### src/rtl/irq_pending_arbiter.sv
// irq_pending_arbiter: sticky request capture with masked highest-index grant over valid/ready
module irq_pending_arbiter #(
    parameter bit EDGE_MODE = 1'b1
) (
    input  logic       clk,
    input  logic       rst,
    input  logic [7:0] req,
    input  logic [7:0] mask,
    input  logic       idx_ready,
    input  logic       clr_lost,
    output logic       idx_valid,
    output logic [2:0] idx,
    output logic [7:0] pend,
    output logic [7:0] lost
);
    localparam logic [0:0] IDLE  = 1'b0;
    localparam logic [0:0] OFFER = 1'b1;
    logic [0:0] state_q, state_d;
    logic [7:0] req_d_q, pend_q, pend_d, lost_q, lost_d;
    logic [2:0] idx_q, idx_d;
    logic [7:0] evt, clr, elig;
    logic [2:0] hi;
    logic       accept;
    always_comb begin
        evt    = EDGE_MODE ? (req & ~req_d_q) : req;
        accept = (state_q == OFFER) && idx_ready;
        clr    = accept ? (8'b1 << idx_q) : 8'b0;
        pend_d = evt | (pend_q & ~clr);
        // a loss recorded in the clear cycle survives the clear
        lost_d = (clr_lost ? 8'b0 : lost_q) | (evt & pend_q & ~clr);
        elig   = pend_q & mask;
        hi     = 3'd0;
        for (int i = 0; i < 8; i++)
            if (elig[i]) hi = i[2:0];
        state_d = state_q == IDLE ? ((elig != 8'b0) ? OFFER : IDLE) : (accept ? IDLE : OFFER);
        idx_d   = (state_q == IDLE && elig != 8'b0) ? hi : idx_q;
    end
    always_ff @(posedge clk) begin
        req_d_q <= req;
        if (rst) begin
            state_q <= IDLE;
            pend_q  <= 8'b0;
            lost_q  <= 8'b0;
            idx_q   <= 3'd0;
        end else begin
            state_q <= state_d;
            pend_q  <= pend_d;
            lost_q  <= lost_d;
            idx_q   <= idx_d;
        end
    end
    assign idx_valid = (state_q == OFFER);
    assign idx       = idx_q;
    assign pend      = pend_q;
    assign lost      = lost_q;
endmodule
### config.mk
export PLATFORM = sky130hd
export DESIGN_NAME = irq_pending_arbiter
export DESIGN_NICKNAME = d
export VERILOG_FILES = /design/src/rtl/irq_pending_arbiter.sv
export SDC_FILE = /design/constraint.sdc
export NUM_CORES = 1
export LEC_CHECK = 0
export CAP_MARGIN = 20
export CORE_MARGIN = 10
export CORE_UTILIZATION = 42
export DETAILED_ROUTE_END_ITERATION = 10
export PLACE_DENSITY = 0.77
export SYNTH_ARGS = -nofsm -noshare
export SYNTH_HDL_FRONTEND = slang
export SYNTH_SLANG_ARGS = --single-unit
### constraint.sdc
create_clock -name clk -period 1.5 [get_ports clk]
set_input_delay 0.3 -clock clk [delete_from_list [all_inputs] [get_ports clk]]
set_output_delay 0.3 -clock clk [all_outputs]
set_load 0.01 [all_outputs]
==> results.md <==
* Status: finished, final reports clean
* DRT Pass-1 Iters at 4
* DR vias/cell at 5.15
* Worst-Margin Slew at 340 ps
* CTS Buf Count at 3
* Max incr delay on CP at 400 ps
* Share of cells above drive strength 1 at 0.199
* Root buffer cell: clkbuf_4
* Hold path start: req[7]
* Sinks on Clock Net at 28
* Clk buf depth at 2
* Worst R2R Setup Slack at 230 ps
* Die X at 70.3 um
* Die ar. at 0.00494 mm^2
* Final ANT Viol Nets at 0
* Setup TNS Final at 0 ps
* CP Data Arrival Time at 1040 ps
* Max-cap viol count at 0
* Final setup margin at 155 ps
* Tot GR Track Use at 0.123
* Clk_lat worst skew at 330 ps
* Req. time, crit path at 1200 ps
* Yosys warning total at 0
* Maximum clock frequency at 0.744 GHz
* Number of global-route vias before repair at 992
* Critical path origin: pend[5]
* Gpl congestion at 0.772
* GR Overflow Total at 0
* Sequential power share at 0.501
* Crit path kind: register to output port
* Unrepaired setup endpoints after global routing: false
* Syn Nets at 126
* Fillcell total at 210
* Clock power share at 0.298
* Final #Nets at 177
* Static Leak at 0.000671 uW
* PwrDens at 1030 mW/mm^2
* CTS tree: yes
* Critical path buffers and inverters at 1
* Cell Int Power at 1240 uW
* Synthesized cell area at 0.00106 mm^2
* Final hold vios at 0
* Switching power at 409 uW
* Crit start category: register
* H-tree lvl count at 1
* CORE AREA at 0.00245 mm^2
* Reg-to-Reg Start: pend[1]
* Worst path slowest cell: dfxtp_2
* Synthesized area per cell at 10.0 um^2
* Final period util at 0.896
* PortBufs at 39
* Syn Inst Count at 106
* Initial Util at 0.433
* Count of pins over their slew limit at 0
* Combinational share of power at 0.201
* Yosys reg bits at 28
* Synth cell types at 24
* Cell Chain, Critical Path: dlygate4sd2_1
* Crit path time final at 1340 ps
* Via Count at 957
* Largest net degree at the start of global routing at 21
* Syn-to-layout area delta at 51.0%
* Reg clk slew, reported paths at 140 ps
* Crit-path max FO at 4
* Switching part of the total at 0.248
* Crit-path leading delay family: flip-flops
* DPL Wire Length at 2280 um
* Routed Wire Length at 2920 um
* Finish-stage setup viols at 0
* Dpl ws at -152 ps
* Post-route DRC at 0
* Max VDD drop at 0.656 mV
* Io pins at 40
* Initial antenna violation count at 0
* First-pass GRT wire length at 4920 um
* DR WL/cell at 15.7 um
* Hold WC Path Type: primary input to register
* Row count at 18
* Initial DRC Count at 30
* Ant diodes at 0
* Endpoint type of the worst setup path: output port
* Die H at 70.3 um
* Max Clock Skew at 4.09 ps
* Worst relative slew slack at 0.773
* Register area share after synthesis at 0.528
## power groups by stage
stage	logic (uW)	registers (uW)	clock network [uW]
detailed placement	356	841	0
global placement	348	840	0
finish	332	827	493
floorplan	120	869	0
global route	363	835	532
CTS	334	828	502
## layout make-up
class	instances	area (um^2)	share of cell area
Clock buffer	3	22.5	0.0140
Clock inverter	1	30.0	0.0187
Inverter	8	30.0	0.0187
Multi-Input combinational cell	67	460	0.287
Sequential cell	28	571	0.356
Tap cell	30	37.5	0.0234
Timing Repair Buffer	49	453	0.282
## cells in the mapped netlist (all sizes together)
cell type / number / area [um^2]
nand3: 1 / 10.0
dfxtp: 28 / 561
a21oi: 9 / 48.8
nand4: 1 / 6.26
nand2b: 12 / 75.1
nand2: 4 / 15.0
a211oi: 2 / 15.0
o31ai: 2 / 25.0
o21ai: 6 / 30.0
inv: 8 / 30.0
a21o: 1 / 7.51
nand3b: 1 / 11.3
nor2b: 8 / 50.1
o22ai: 8 / 50.1
a31oi: 1 / 6.26
a22oi: 4 / 53.8
a32o: 2 / 20.0
clkbuf: 3 / 11.3
a41oi: 1 / 16.3
a311oi: 1 / 8.76
nor2: 3 / 11.3
## registers in the layout, summed over array words and instances (netlist names)
signal / count
lost: 8
pend: 8
req_d_q: 8
idx: 3
idx_valid: 1
## cells by family after synthesis
kind of cell	count (synthesis)	synth area share
AO/OA/AOI/OAI	37	0.265
flip-flops	28	0.528
AND/OR/NAND/NOR	30	0.168
buffers and inverters	11	0.0389
## per-stage QoR
step	total power, uW	utilization	cell area, um^2	hold slack [ps]	cells
4_1_cts	1660	0.653	1600	416	186
3_5_place_dp	1200	0.638	1570	503	182
6_report	1650	0.653	1600	421	186
3_3_place_gp	1190	0.638	1570	494	182
2_1_floorplan	989	-	1060	328	106
5_1_grt	1730	0.653	1600	417	186
## timing repair
item,CTS,global route
resized for setup,28,0
endpoints found under the setup margin,20,0
buffers inserted,0,0
hold buffers,0,0
## cell usage in the layout, fill, tap and decap left out, types with 2 or more instances in the layout
cell / instances
nand2_1: 4
o22ai_1: 8
a21oi_1: 8
nor2_1: 3
nor2b_1: 8
nand2b_1: 12
o31ai_2: 2
dfxtp_1: 20
a22oi_2: 2
inv_1: 8
o21ai_1: 6
clkdlybuf4s50_1: 19
clkbuf_4: 3
dlygate4sd2_1: 20
a211oi_1: 2
buf_4: 9
a32o_1: 2
dfxtp_2: 8
## metal layers
layer  part of all wire  GRT usage
met5                  0          0
met1               0.37      0.110
met3              0.046     0.0367
met2               0.56      0.241
met4              0.020     0.0592
## final timing paths
| path | end | cells after the start |
|---|---|---|
| max reg2reg | idx[2] | 4 |
| max | pend[5] | 1 |
| min reg2reg | idx_valid | 1 |
| min | req_d_q[7] | 1 |
Power figures use the tool's default switching activity.
